### src/rtl/set_job_fifo.sv
// DEPTH-entry FIFO of SET job descriptors (central, radius, mode) between the
// host input interface and the SET compute core, with flush, occupancy and drop flag.
module set_job_fifo #(
    parameter int CENTRAL_W = 24,
    parameter int RADIUS_W  = 12,
    parameter int MODE_W    = 2,
    parameter int DEPTH     = 4,
    parameter int CNT_W     = $clog2(DEPTH + 1)
) (
    input  logic                 clk_i,
    input  logic                 rst_ni,
    input  logic                 clear_i,
    input  logic                 in_valid_i,
    output logic                 in_ready_o,
    input  logic [CENTRAL_W-1:0] central_i,
    input  logic [RADIUS_W-1:0]  r_i,
    input  logic [MODE_W-1:0]    mode_i,
    output logic                 out_valid_o,
    input  logic                 out_ready_i,
    output logic [CENTRAL_W-1:0] central_o,
    output logic [RADIUS_W-1:0]  r_o,
    output logic [MODE_W-1:0]    mode_o,
    output logic [CNT_W-1:0]     count_o,
    output logic                 drop_o
);

    localparam int PTR_W = $clog2(DEPTH);

    typedef struct packed {
        logic [CENTRAL_W-1:0] central;
        logic [RADIUS_W-1:0]  radius;
        logic [MODE_W-1:0]    mode;
    } job_t;

    job_t             mem_q [DEPTH];
    job_t             in_job;
    job_t             head;

    logic [PTR_W-1:0] wr_ptr_q, wr_ptr_d;
    logic [PTR_W-1:0] rd_ptr_q, rd_ptr_d;
    logic [CNT_W-1:0] count_q, count_d;
    logic             drop_q, drop_d;

    logic             full;
    logic             empty;
    logic             push;
    logic             pop;

    // Full/empty come from the registered count only, so the handshake
    // outputs never depend combinationally on in_valid_i or out_ready_i.
    assign full  = (count_q == CNT_W'(DEPTH));
    assign empty = (count_q == '0);
    assign push  = in_valid_i & ~full;
    assign pop   = out_ready_i & ~empty;

    assign in_job = '{central: central_i, radius: r_i, mode: mode_i};

    // NOTE: every signal gets a default at the top of always_comb so no path leaves it unassigned (no latch).
    always_comb begin
        wr_ptr_d = wr_ptr_q;
        rd_ptr_d = rd_ptr_q;
        count_d  = count_q;
        drop_d   = drop_q;
        if (clear_i) begin
            wr_ptr_d = '0;
            rd_ptr_d = '0;
            count_d  = '0;
            drop_d   = 1'b0;
        end else begin
            if (push) wr_ptr_d = wr_ptr_q + 1'b1;
            if (pop)  rd_ptr_d = rd_ptr_q + 1'b1;
            unique case ({push, pop})
                2'b10:   count_d = count_q + 1'b1;
                2'b01:   count_d = count_q - 1'b1;
                default: count_d = count_q;
            endcase
            if (in_valid_i && full) drop_d = 1'b1;
        end
    end

    // NOTE: state registers use non-blocking assignments so all flops update together at the edge.
    always_ff @(posedge clk_i or negedge rst_ni) begin
        if (!rst_ni) begin
            wr_ptr_q <= '0;
            rd_ptr_q <= '0;
            count_q  <= '0;
            drop_q   <= 1'b0;
        end else begin
            wr_ptr_q <= wr_ptr_d;
            rd_ptr_q <= rd_ptr_d;
            count_q  <= count_d;
            drop_q   <= drop_d;
        end
    end

    // NOTE: storage is deliberately not reset; empty masking hides stale entries.
    always_ff @(posedge clk_i) begin
        if (push && !clear_i) mem_q[wr_ptr_q] <= in_job;
    end

    assign head = mem_q[rd_ptr_q];

    assign in_ready_o  = ~full;
    assign out_valid_o = ~empty;
    assign central_o   = empty ? '0 : head.central;
    assign r_o         = empty ? '0 : head.radius;
    assign mode_o      = empty ? '0 : head.mode;
    assign count_o     = count_q;
    assign drop_o      = drop_q;

endmodule
### config.mk
export PLATFORM = sky130hd
export DESIGN_NAME = set_job_fifo
export DESIGN_NICKNAME = d
export VERILOG_FILES = /design/src/rtl/set_job_fifo.sv
export SDC_FILE = /design/constraint.sdc
export NUM_CORES = 1
export LEC_CHECK = 0
export CORE_ASPECT_RATIO = 1.2
export CORE_MARGIN = 8
export CORE_UTILIZATION = 45
export DETAILED_ROUTE_END_ITERATION = 7
export PLACE_DENSITY = 0.7
export RECOVER_POWER = 100
export SLEW_MARGIN = 25
export SYNTH_ARGS = -nofsm -noshare
export SYNTH_HDL_FRONTEND = slang
export SYNTH_SLANG_ARGS = --single-unit
### constraint.sdc
create_clock -name clk_i -period 2.5 [get_ports clk_i]
set_clock_uncertainty 0.05 [all_clocks]
set_input_delay 0.25 -clock clk_i [delete_from_list [all_inputs] [get_ports clk_i]]
set_output_delay 0.25 -clock clk_i [all_outputs]
set_load 0.01 [all_outputs]
* Word level (Yosys, flattened, before mapping)
Memories as Yosys holds them, arrays and structs flattened. Cells that the tools add are included.
Storage, ports and cells: flip-flop bits (word level) 8, RAM bits 152, memory bits (read-only) 0, logic and storage cells 37, latch bits 0, memories 1, output and inout port bits 44
Memory list:
- mem_q | words 4, width 38, read ports 1, clocked after memory_dff 0, write ports 1, line 35 | job_t mem_q [DEPTH];
Operators by class: $lt $le $gt $ge 0, $mul 0, equality and inequality tests 3, shifts and indexed selects 0, reduce and logical (&&, ||, !) cells 8, bitwise logic cells 4, div/mod/pow operators 0, muxes and demuxes 13, $add $sub $neg 4
Operator list (count):
- $mux W24 | 1
- $mux W12 | 1
- $mux W2 | 5
- $pmux W3 S2 | 1
- $reduce_bool A2 Y1 | 3
- $add A2 B1 Y2 const B | 2
- $mux W1 | 4
- $add A3 B1 Y3 const B | 1
- $eq A3 B3 Y1 const B | 1
- $logic_not A3 Y1 | 1
- $mux W3 | 1
- $reduce_bool A3 Y1 | 1
- $sub A3 B1 Y3 const B | 1
- $and A1 B1 Y1 | 2
- $eq A2 B1 Y1 const B | 1
- $eq A2 B2 Y1 const B | 1
- $logic_and A1 B1 Y1 | 2
- $not A1 Y1 | 2
- $logic_not A1 Y1 | 1

* Longest topological paths before layout
depth in word-level cells 6, depth in mapped cells 9, gate-level depth less buffers 6

* Worst setup path after synthesis
No wires, ideal clock.
path kind reg-to-reg, start point register count_q[2] (netlist: count_o[2]), end point memory mem_q[0][0] (netlist name) (enable), arrival time 1.987 ns, clock period less this slack 2.436 ns, slack 0.064 ns, path buffers 1, stages on the path, launching flop included 6, cells stage by stage dfrtp_1 buf_4 or3b_4 nand2_2 nor2_1 and2_1
Between the ends: cells in the longest elaborated chain, start to end 6
Ends and longest elaborated chain:
- start, declared | line 41 | logic [CNT_W-1:0] count_q, count_d;
- start signal, assigned | line 91 | count_q <= count_d;
- $eq A3 B3 Y1 | line 51 | assign full = (count_q == CNT_W'(DEPTH));
- $not A1 Y1
- net in_ready_o | line 14 | output logic in_ready_o,
- $and A1 B1 Y1 | line 53 | assign push = in_valid_i & ~full;
- $logic_and A1 B1 Y1 | line 98 | if (push && !clear_i) mem_q[wr_ptr_q] <= in_job;
- $mux W1 | line 98
- $mux W1 (not written as such) | line 98
- end, declared | line 35
The timed path passes the listed nets, and every way through them passes these cells.

* Final worst setup path
start point register rd_ptr_q[0], end point output port central_o[0]
Between the ends: cells in the longest elaborated chain, start to end 2
Ends and longest elaborated chain:
- start, declared | line 40 | logic [PTR_W-1:0] rd_ptr_q, rd_ptr_d;
- start signal, assigned | line 90 | rd_ptr_q <= rd_ptr_d;
- $mem_v2 Z4 W38
- $mux W24 | line 105 | assign central_o = empty ? '0 : head.central;
- end, declared | line 20 | output logic [CENTRAL_W-1:0] central_o,
Every way passes these cells.

==> metrics.md <==
| Metric | Value |
|---|---|
| Status | `complete, no violations` |
| Synthesis Warnings | `0` |
| CP cell instances | `buf_12 > mux4_2 > and2_0 > dlygate4sd2_1` |
| Post-Route WL | `12.0 mm` |
| Hold Crit Class | `input pin to async pin` |
| Clock Root Buffer | `clkbuf_16` |
| Relative slew slack | `0.705` |
| Antenna violations before repair | `1` |
| Clock Sinks | `160` |
| Worst-Skew Late Latency | `0.41 ns` |
| Cts repair resizes | `38` |
| Cell with the most instances after synthesis | `edfxtp_1` |
| Setup Fix Bufs, Post-CTS | `0` |
| FILL cells | `1046` |
| Inserted Clock Buffers | `17` |
| Core area | `13800 sq um` |
| Global-route wire length before repair | `19.1 mm` |
| Gr ovfl total | `0` |
| Final-report hold violation count | `0` |
| Mapped Cells | `310` |
| Area share of the largest cell type after synthesis | `0.715` |
| Required time of the critical path | `2.20 ns` |
| TritonCTS clock tree | `done` |
| H-tree Lvls | `4` |
| CP Launch Type | `register` |
| Max stage delay on crit path | `0.51 ns` |
| Pwr per Cell Area | `807 nW/um^2` |
| Setup TNS | `0 ns` |
| Drt first pass iters | `4` |
| Via/cell ratio | `5.29` |
| Final Util | `0.576` |
| Clock transition at path regs | `0.06 ns` |
| Die width | `125 um` |
| IO Pins | `87` |
| CP Launch Point | `rd_ptr_q[0]` |
| Period utilization | `0.947` |
| Die area | `18300 sq um` |
| Ys flop type | `edfxtp_1` |
| Via count | `3169` |
| CP max FO | `21` |
| Synth top area cells | `edfxtp_1, mux4_2, and2_1, dfrtp_1, buf_12` |
| #FFs+latches synth | `160` |
| Final HPWL DP | `7.70 mm` |
| Area leader, netlist | `edfxtp_1` |
| Pleak | `2.78 nW` |
| Mean Syn Cell Area | `20.6 sq um` |
| CTS max path bufs | `2` |
| Crit path time final | `2.37 ns` |
| ANT nets after route | `0` |
| Critical path class | `register to output pin` |
| Least-Margin Pin Slew | `0.442 ns` |
| Die span in y | `146 um` |
| RD Place Congestion | `0.792` |
| Fin. max-slew vios | `0` |
| Layout cell share with drive strength beyond 1 | `0.211` |
| Wire per inst | `20.1 um` |
| Setup violators final | `0` |
| Largest net degree at the start of global routing | `23` |
| Port bufs | `86` |
| Post-synth EDFFs | `152` |
| Synth cell count leaders | `edfxtp_1, and2_1, mux4_2, nor2_1, dfrtp_1` |
| FP Rows | `47` |
| Register area share after synthesis | `0.746` |
| FFs w/ async S/R, synth | `0.0500` |
| Highest clock rate | `422 MHz` |
| Starting Density | `0.462` |
| CTS Hold Buffers Added | `0` |
| Syn Std Cell Area | `6380 sq um` |
| Peak VDD IR | `0.591 mV` |
| RSZ-0062 raised after global routing | `no` |
| DRC Markers | `0` |
| Nets | `464` |
| Slowest CP cell | `mux4_2` |
| Post-synth cell types | `33` |
| Worst reg2reg path startpoint | `count_o[0]` |
| Vias in the first global route | `3515` |
| Crit path DAT | `2.07 ns` |
| Syn_nets | `358` |
| Initial DRC Count | `193` |
| CP endpoint kind | `output pin` |
| Total track usage | `0.137` |
| Area added between synthesis and finish | `24.7%` |
| Maximum Capacitance Violations | `0` |
-- worst max-delay path: cells and delay by family (launching register included) --
kind | cells | cell delay (ns)
buffers and inverters | 2 | 0.50
DFF | 1 | 0.44
muxes | 1 | 0.51
and+or+nand+nor | 1 | 0.18
-- final cells by class --
cell class                      instances  area (sq um)  share of cell area
Timing Repair Buffer                  106           981               0.123
Inverter                                2          7.51            0.000943
Clock inverter                         11           116              0.0146
Multi-Input combinational cell        129          1440               0.181
Antenna cell                            1          2.50            0.000314
Clock buffer                           19           433              0.0544
Sequential cell                       160          4770               0.599
Tap cell                              171           214              0.0269
-- final timing paths --
kind	slack [ns]	depth (start not counted)	endpoint
worst max-delay path	0.13	4	central_o[0]
worst min-delay path	0.13	1	drop_o
worst max register to register	0.31	6	mem_q[0][6]
worst min register to register	0.45	2	drop_o
max in group asynchronous	1.98	1	rd_ptr_q[0]
min in group clk_i	0.45	2	drop_o
-- power by group --
| group | switching (mW) | internal [mW] |
|---|---|---|
| logic | 0.467 | 0.483 |
| clock network | 0.955 | 1.45 |
| registers | 0.0274 | 3.04 |
-- routing by layer --
layer | global-route usage | share of wire | up-vias | wire (um)
li1 | - | - | 1442 | -
met1 | 0.150 | 0.39 | 1629 | 4750
met2 | 0.235 | 0.53 | 81 | 6380
met3 | 0.0427 | 0.055 | 17 | 658
met4 | 0.0688 | 0.020 | 0 | 240
met5 | 0 | 0 | - | 0
-- cell families after synthesis --
| logic type | share of synthesized area |
|---|---|
| xor+xnor | 0.00549 |
| compound gates | 0.0121 |
| simple gates | 0.0629 |
| mux | 0.134 |
| buf+inv | 0.0282 |
| flops | 0.746 |
| fa+ha+maj | 0.0110 |
-- cells in the final DEF, fill, tap and decap left out, types with 2 or more instances in the layout --
master,count
o211ai_1,2
dlygate4sd3_1,44
o21ai_0,2
clkinvlp_4,3
clkdlybuf4s50_1,4
inv_1,2
edfxtp_1,152
buf_12,2
buf_4,8
nand2_1,5
bufinv_16,2
nand3_1,5
clkbuf_1,4
xor2_1,2
and2_1,19
clkinv_2,5
xnor2_1,2
or3_1,2
dlygate4sd2_1,38
a21oi_1,3
mux4_2,38
nor2_1,10
and2_0,19
a31oi_1,2
dfrtp_1,6
and2_2,4
clkbuf_4,8
ha_1,4
clkbuf_16,17
-- registers in the layout (all words and copies together) (netlist names) --
name / count
mem_q: 152
count_o: 3
wr_ptr_q: 2
drop_o: 1
rd_ptr_q: 2
-- through the flow --
stage	power [mW]	setup slack (ns)	std cells	cell area, sq um	hold slack, ns
CTS	6.54	0.0874	598	7970	0.0621
finish	6.42	0.132	599	7960	0.132
floorplan	3.75	0.0645	310	6380	-0.0956
global placement	4.21	0.352	568	7470	0.448
detailed placement	4.22	0.343	568	7470	0.453
global route	6.68	0.0402	599	7960	0.153
(Power assumes the default switching activity.)
